File: src/rtl/instr_fetch_queue.sv
// Instruction fetch queue: circular FIFO of {instruction, pc} pairs between
// fetch and decode/dispatch. Pops land in a registered output pair; flush
// discards everything on a redirect.
module instr_fetch_queue #(
  parameter int unsigned DEPTH  = 8,
  parameter int unsigned ADDR_W = $clog2(DEPTH)
) (
  input  logic        clk,
  input  logic        rst,
  input  logic        wr_en,
  input  logic        rd_en,
  input  logic        flush,
  input  logic [31:0] instruction_in,
  input  logic [31:0] pc_in,
  output logic [31:0] instruction_out,
  output logic [31:0] pc_out,
  output logic        empty,
  output logic        full
);

  localparam logic [ADDR_W:0] FullCount = (ADDR_W + 1)'(DEPTH);

  logic [31:0] mem_instr [DEPTH];
  logic [31:0] mem_pc    [DEPTH];

  logic [ADDR_W-1:0] wr_ptr_q, wr_ptr_d;
  logic [ADDR_W-1:0] rd_ptr_q, rd_ptr_d;
  logic [ADDR_W:0]   count_q, count_d;
  logic [31:0]       instr_out_q, instr_out_d;
  logic [31:0]       pc_out_q, pc_out_d;

  logic push_ok;
  logic pop_ok;

  assign empty = (count_q == '0);
  assign full  = (count_q == FullCount);

  // Acceptance uses pre-edge occupancy, so a full queue still pops but
  // rejects a same-cycle push, and an empty queue never bypasses.
  assign push_ok = wr_en & ~full;
  assign pop_ok  = rd_en & ~empty;

  assign instruction_out = instr_out_q;
  assign pc_out          = pc_out_q;

  // Next-state for pointers, occupancy and the registered output pair.
  always_comb begin
    wr_ptr_d    = wr_ptr_q;
    rd_ptr_d    = rd_ptr_q;
    count_d     = count_q;
    instr_out_d = instr_out_q;
    pc_out_d    = pc_out_q;
    if (flush) begin
      wr_ptr_d    = '0;
      rd_ptr_d    = '0;
      count_d     = '0;
      instr_out_d = '0;
      pc_out_d    = '0;
    end else begin
      if (push_ok) begin
        wr_ptr_d = wr_ptr_q + ADDR_W'(1);
      end
      if (pop_ok) begin
        rd_ptr_d    = rd_ptr_q + ADDR_W'(1);
        instr_out_d = mem_instr[rd_ptr_q];
        pc_out_d    = mem_pc[rd_ptr_q];
      end
      unique case ({push_ok, pop_ok})
        2'b10:   count_d = count_q + (ADDR_W + 1)'(1);
        2'b01:   count_d = count_q - (ADDR_W + 1)'(1);
        default: count_d = count_q;
      endcase
    end
  end

  // Control state and output registers, cleared asynchronously.
  always_ff @(posedge clk or posedge rst) begin
    if (rst) begin
      wr_ptr_q    <= '0;
      rd_ptr_q    <= '0;
      count_q     <= '0;
      instr_out_q <= '0;
      pc_out_q    <= '0;
    end else begin
      wr_ptr_q    <= wr_ptr_d;
      rd_ptr_q    <= rd_ptr_d;
      count_q     <= count_d;
      instr_out_q <= instr_out_d;
      pc_out_q    <= pc_out_d;
    end
  end

  // Storage write; contents are don't-care until written, so no reset.
  always_ff @(posedge clk) begin
    if (push_ok && !flush) begin
      mem_instr[wr_ptr_q] <= instruction_in;
      mem_pc[wr_ptr_q]    <= pc_in;
    end
  end

endmodule

File: config.mk
export PLATFORM = sky130hd
export DESIGN_NAME = instr_fetch_queue
export DESIGN_NICKNAME = d
export VERILOG_FILES = /design/src/rtl/instr_fetch_queue.sv
export SDC_FILE = /design/constraint.sdc
export NUM_CORES = 1
export LEC_CHECK = 0
export BUFFER_PORTS_ARGS = -buffer_cell sky130_fd_sc_hd__buf_2
export CORE_MARGIN = 2
export CORE_UTILIZATION = 45
export CTS_CLUSTER_DIAMETER = 200
export DETAILED_ROUTE_END_ITERATION = 12
export SLEW_MARGIN = 5
export SYNTH_ARGS = -nofsm -noshare
export SYNTH_HDL_FRONTEND = slang
export SYNTH_SLANG_ARGS = --single-unit
File: constraint.sdc
create_clock -name clk -period 5.5 [get_ports clk]
set_input_delay 1.65 -clock clk [delete_from_list [all_inputs] [get_ports clk]]
set_output_delay 1.65 -clock clk [all_outputs]
set_load 0.02 [all_outputs]
==> results of run 1 <==
==> cell families (layout without fill, tap and decap cells) <==
kind of cell / count (synthesis) / after routing / share of synthesized area, %
compound gates: 77 / 77 / 2.27
other cells: 0 / 3 / 0
flops: 586 / 586 / 79.2
xor+xnor: 5 / 5 / 0.201
mux: 129 / 129 / 13.3
buf+inv: 61 / 271 / 1.21
fa+ha+maj: 5 / 5 / 0.322
simple gates: 167 / 167 / 3.53
==> sequential cells by signal, summed over array words and instances (netlist names) <==
register	count
pc_out	32
instruction_out	32
wr_ptr_q	3
mem_pc	256
mem_instr	256
rd_ptr_q	3
count_q	4
==> layout make-up <==
cell class / count / area, sq um / share of cell area [%]
sequential: 586 / 17200 / 68.3
inverter: 2 / 8.76 / 0.0347
clock buffer: 79 / 1620 / 6.43
timing repair buffer: 160 / 916 / 3.63
tap: 615 / 769 / 3.05
multi-input combinational: 383 / 4340 / 17.2
antenna: 3 / 7.51 / 0.0298
clock inverter: 30 / 323 / 1.28
==> metrics by stage <==
stage | setup WS, ns | hold slack, ns
global placement | 1.51 | 0.533
floorplan | 0.278 | 0.517
CTS | 1.80 | 0.555
finish | 1.84 | 0.545
global route | 1.73 | 0.574
detailed placement | 1.49 | 0.539
==> worst max-delay path, stage by stage, from the launching register on <==
cell and delay (ns):
dfrtp_1 0.47, or4b_1 0.66, inv_1 0.12, buf_2 0.17
==> placed cells by master, fill, tap and decap left out, types with 2 or more instances in the layout <==
cell       count
nor2_4         6
buf_2        134
buf_12         4
buf_4         22
o22ai_1       64
nand3_1        2
nor3_1        67
ha_1           4
or4b_1         3
nor3b_1        2
nor2_1        69
clkinv_1      10
dfrtp_1       72
clkbuf_1      13
inv_6          2
dfrtp_4        2
nand2_1        7
clkinv_2      11
clkbuf_16     59
a21oi_1        3
clkbuf_8       7
diode_2        3
nor3_4         2
nand2b_1       4
xor2_1         3
bufinv_16      7
edfxtp_1     512
mux4_2       128
xnor2_1        2
==> path summary, 6_finish.rpt <==
kind                                       end  slack, ns  depth (start not counted)
min reg2reg                          pc_out[2]       0.55                          2
max in group asynchronous          rd_ptr_q[0]       3.53                          3
min in group asynchronous  instruction_out[30]       0.96                          2
max reg2reg                    mem_instr[4][8]       2.43                          6
min                                  pc_out[2]       0.55                          2
max                                       full       1.84                          3
==> where the power goes <==
part	total, mW	internal, mW	switching, mW
Sequential	5.50	5.18	0.320
Clock	4.01	2.38	1.62
Combinational	2.46	1.10	1.37
Total	12.0	8.66	3.31
==> metal layers <==
metal	routed length, um	global-route usage (%)	vias to the layer above
met5	53	0	-
met3	2330	3.36	72
li1	-	-	4578
met1	20600	26.6	5608
met2	21600	29.4	245
met4	856	4.86	8
==> metrics.md, run 1 <==
| Metric | Value |
|---|---|
| Synthesized cell area | around 22000 sq um |
| Setup TNS | 0 ns |
| Root buf cell | clkbuf_16 |
| Worst slew margin | between 20% and 30% |
| Chip width | 224 um |
| Drt pass-1 iters | 7 |
| Fraction of layout cells with a size suffix above 1 | 31.5% |
| Post_cts resized | 0 |
| Clk_lat worst skew | 0.60 ns |
| CP Launch Point | count_q[0] |
| Top-area cell type share of the netlist area | 70.7% |
| Cts hold-fix bufs | 0 |
| Worst Min Path Start | pc_out[2] |
| Post-Layout Cell Count | ~1900 |
| Post-CTS setup buffer count | 0 |
| Fin area | 25200 sq um |
| Synth cell types | 35 |
| Vias in the first global route | roughly 11000 |
| IO Port Bufs | about 130 |
| Pins Over Slew Limit | 0 |
| Via density | around 5.7 |
| Tmin final | roughly 3.7 ns |
| Clock tree from TritonCTS | yes |
| First-pass GRT wire length | between 60 and 70 mm |
| Fmax | around 270 MHz |
| Gr ovfl total | 0 |
| Initial antenna violation count | 6 |
| Register area share after synthesis | 79.2% |
| Antenna Nets Post-Route | 0 |
| Area delta synth->final | 15.9% |
| CP Data Arrival Time | approximately 2 ns |
| CTS clock-pin slew for the worst setup and hold paths | 0.06 ns |
| Most used DFF post-synth | edfxtp_1 |
| Post-synth EDFFs | 512 |
| WL final | between 40 and 50 mm |
| Max_cap viols | 0 |
| Yosys warnings | 0 |
| Final HPWL DP | ~24 mm |
| Largest net degree at the start of global routing | 78 |
| Ys async rst share | approximately an eighth |
| Synth Net Count | 1104 |
| GRT Total Usage | between 10% and 20% |
| Worst-Margin Slew | between 1 and 1.5 ns |
| Synth top cells by count | 512 x edfxtp_1, 128 x mux4_2, 75 x nor2_1 |
| Mapped Cells | just over 1000 |
| Total clock sinks | 586 |
| Most common cell in the synthesized netlist | edfxtp_1 |
| Overall power | about 12 mW |
| Post-DP Area | around 23000 sq um |
| TritonCTS Buffers | just under 60 |
| Final hold violation count | 0 |
| Worst EP required | slightly below 4 ns |
| Power per cell area | 475 nW/um^2 |
| Worst Hold Class | register to register |
| Syn avg cell area | 21.1 sq um |
| Peak supply drop | between 0.2 and 0.3 mV |
| Vias | ~11000 |
| CP Capture Type | primary output |
| Top area cells in the synthesized netlist | edfxtp_1 71%, mux4_2 13%, dfrtp_1 8.5% |
| Worst Skew | 0.00895 ns |
| Iter 0 DRT Violations | between 800 and 900 |
| CORE AREA | approximately 48000 sq um |
| H-tree depth | 2 |
| CTS Buffer Depth | 3 |
| # DRC | 0 |
| R2r startpoint | count_q[0] |
| I/O pin total | about 140 |
| Worst Setup Path Type | register to primary output |
| Row cnt | 80 |
| Final period util | about two thirds |
| Setup violators final | 0 |
| Initial Util | a little under half |
| Placed Cells | 1746 |
| Fillers | 3709 |
| # nets final | roughly 1300 |
| RSZ-0062 raised after global routing | no |
| Die area | around 50000 sq um |
| DR WL/cell | about 24 um |
| Final design utilization | about 53% |
| Outcome | completed |
| Max Fanout on Critical Path | 8 |
| Crit path launch type | register |
| Area leader, netlist | edfxtp_1 |
| GPL Wtd Cong | approximately 0.72 |
| Die Y | 224 um |
| Leakage | roughly 8.4 nW |
| Yosys reg bits | slightly below 600 |
Power figures use the tool's default switching activity.
==> run 2: changes to the inputs <==
- clock period: 5.5 -> 3.4 ns (I/O delays scaled with it)
==> metrics.md, run 2 (same netlist as run 1, synthesis figures left out) <==
| Metric | Value |
|---|---|
| Outcome | completed |
| GPL Wtd Cong | between 0.7 and 0.8 |
| Fraction of layout cells with a size suffix above 1 | about 32% |
| Top Registers | mem_instr: 256 flops, mem_pc: 256 flops |
| RSZ-0062 raised after global routing | no |
| R2r startpoint | count_q[0] |
| Crit path launch type | register |
| Cts hold-fix bufs | 0 |
| Overall power | roughly 19 mW |
| Final hold violation count | 0 |
| Vias in the first global route | around 11000 |
| Pins Over Slew Limit | 0 |
| Worst Path Buf+Inv | 2 |
| Worst path slowest cell | or4b_1 |
| TritonCTS Buffers | between 50 and 60 |
| H-tree depth | 2 |
| CP Launch Point | count_q[0] |
| FF-to-FF path depth | 7 |
| WL met1 | 19.9 mm |
| CORE AREA | approximately 48000 sq um |
| CTS Buffer Depth | 3 |
| Initial Util | about 46% |
| Via density | ~5.6 |
| Die Y | approximately 220 um |
| Post-Place Worst Slack | 0.516 ns |
| Final period util | around 91% |
| CTS clock-pin slew for the worst setup and hold paths | roughly 0.06 ns |
| Highest Signal Layer | met5 |
| Die area | 50100 sq um |
| Vias | 10400 |
| IO Port Bufs | approximately 130 |
| Total clock sinks | 586 |
| Post-CTS setup buffer count | 0 |
| Post_cts resized | 0 |
| Max_cap viols | 0 |
| Reg-to-Reg End | count_q[3] |
| Final HPWL DP | about 25 mm |
| Slowest stage delay, CP | ~0.66 ns |
| Gr ovfl total | 0 |
| Crit-path leading delay family | simple AND/OR/NAND/NOR gates |
| DR WL/cell | 23.9 um |
| Worst slew margin | between 30% and 40% |
| Worst EP required | roughly 2.4 ns |
| Power per cell area | roughly 760 nW/um^2 |
| Met3 routed WL | approximately 2.4 mm |
| Crit path to | full |
| Worst-Margin Slew | about 1 ns |
| Drt pass-1 iters | 5 |
| Largest net degree at the start of global routing | between 70 and 80 |
| Antenna Nets Post-Route | 0 |
| WL final | around 45 mm |
| Post-route setup slack | around 0.32 ns |
| Area delta synth->final | 16.8% |
| GRT Total Usage | a little under a fifth |
| Root buf cell | clkbuf_16 |
| Chip width | roughly 220 um |
| I/O pin total | roughly 140 |
| Initial antenna violation count | 2 |
| Fmax | ~320 MHz |
| Clk_lat worst skew | around 0.6 ns |
| Peak supply drop | ~0.4 mV |
| Clock tree from TritonCTS | yes |
| First-pass GRT wire length | ~70 mm |
| CP Data Arrival Time | around 2.1 ns |
| Most frequent cells in the layout | 512 x edfxtp_1, 133 x buf_2, 128 x mux4_2 |
| Setup violators final | 0 |
| Worst Setup Path Type | register to primary output |
| # DRC | 0 |
| R2R Setup Slk | ~0.55 ns |
| Met2 WL post-DR | between 20 and 25 mm |
| Row cnt | 80 |
| Crit-path cells | or4b_1 > inv_1 > buf_2 |
| Max Fanout on Critical Path | 8 |
| Tmin final | 3.08 ns |
| CP Capture Type | primary output |
| Iter 0 DRT Violations | around 740 |
| WP depth | 3 |
| Setup TNS | 0 ns |
| Worst Skew | approximately 0.012 ns |
| Commonest non-fill, non-tap cell in the layout | edfxtp_1 |
| # nets final | 1274 |
| Worst Hold Class | input port to asynchronous set/reset pin |
| Leakage | approximately 8.5 nW |
run 2: worst min-delay path by stage:
stage | from | end | cells after the start
6_report | rst | instruction_out[19] | 2
5_1_grt | rst | instruction_out[19] | 2
4_1_cts | rst | instruction_out[19] | 2
3_5_place_dp | pc_out[28] | pc_out[28] | 2
3_3_place_gp | pc_out[19] | pc_out[19] | 2
2_1_floorplan | rd_ptr_q[2] | rd_ptr_q[2] | 2
run 2: stage by stage:
| stage | cell area, sq um | util, % | instances | hold WS, ns |
|---|---|---|---|---|
| after floorplan | 21800 | - | 1030 | 0.517 |
| after global placement | 23500 | 49.2 | 1754 | 0.526 |
| after detailed placement | 23500 | 49.2 | 1754 | 0.541 |
| after CTS | 25400 | 53.2 | 1865 | 0.498 |
| after global routing | 25400 | 53.2 | 1865 | 0.519 |
| final | 25400 | 53.2 | 1866 | 0.502 |
run 2: worst reg2reg max path: stages (launching register included):
cell and delay (ns):
dfrtp_1 0.47, or4b_1 0.66, a21oi_2 0.45, ha_1 0.32
a21o_1 0.21, a2111oi_0 0.42, mux2i_1 0.13, o311ai_1 0.09
run 2: layout make-up:
type / instances / area (sq um)
diodes: 1 / 2.50
clock buffers: 84 / 1690
clock inverters: 27 / 240
fillers: 3694 / 22300
inverters: 2 / 10.0
multi-input cells: 383 / 4360
flip-flops and latches: 586 / 17200
well taps: 615 / 769
repair buffers: 168 / 1120
run 2: power breakdown:
group | switching, mW | internal [mW] | total [mW] | leakage [nW]
logic | 2.39 | 1.87 | 4.26 | 1.96
registers | 0.365 | 8.38 | 8.75 | 5.60
clock network | 2.60 | 3.76 | 6.36 | 0.941
total | 5.36 | 14.0 | 19.4 | 8.51
run 2: routing by layer:
metal | global-route usage [%] | vias to the layer above
met2 | 29.4 | 251
met5 | 0 | -
met4 | 3.89 | 4
li1 | - | 4591
met3 | 4.04 | 56
met1 | 26.4 | 5518
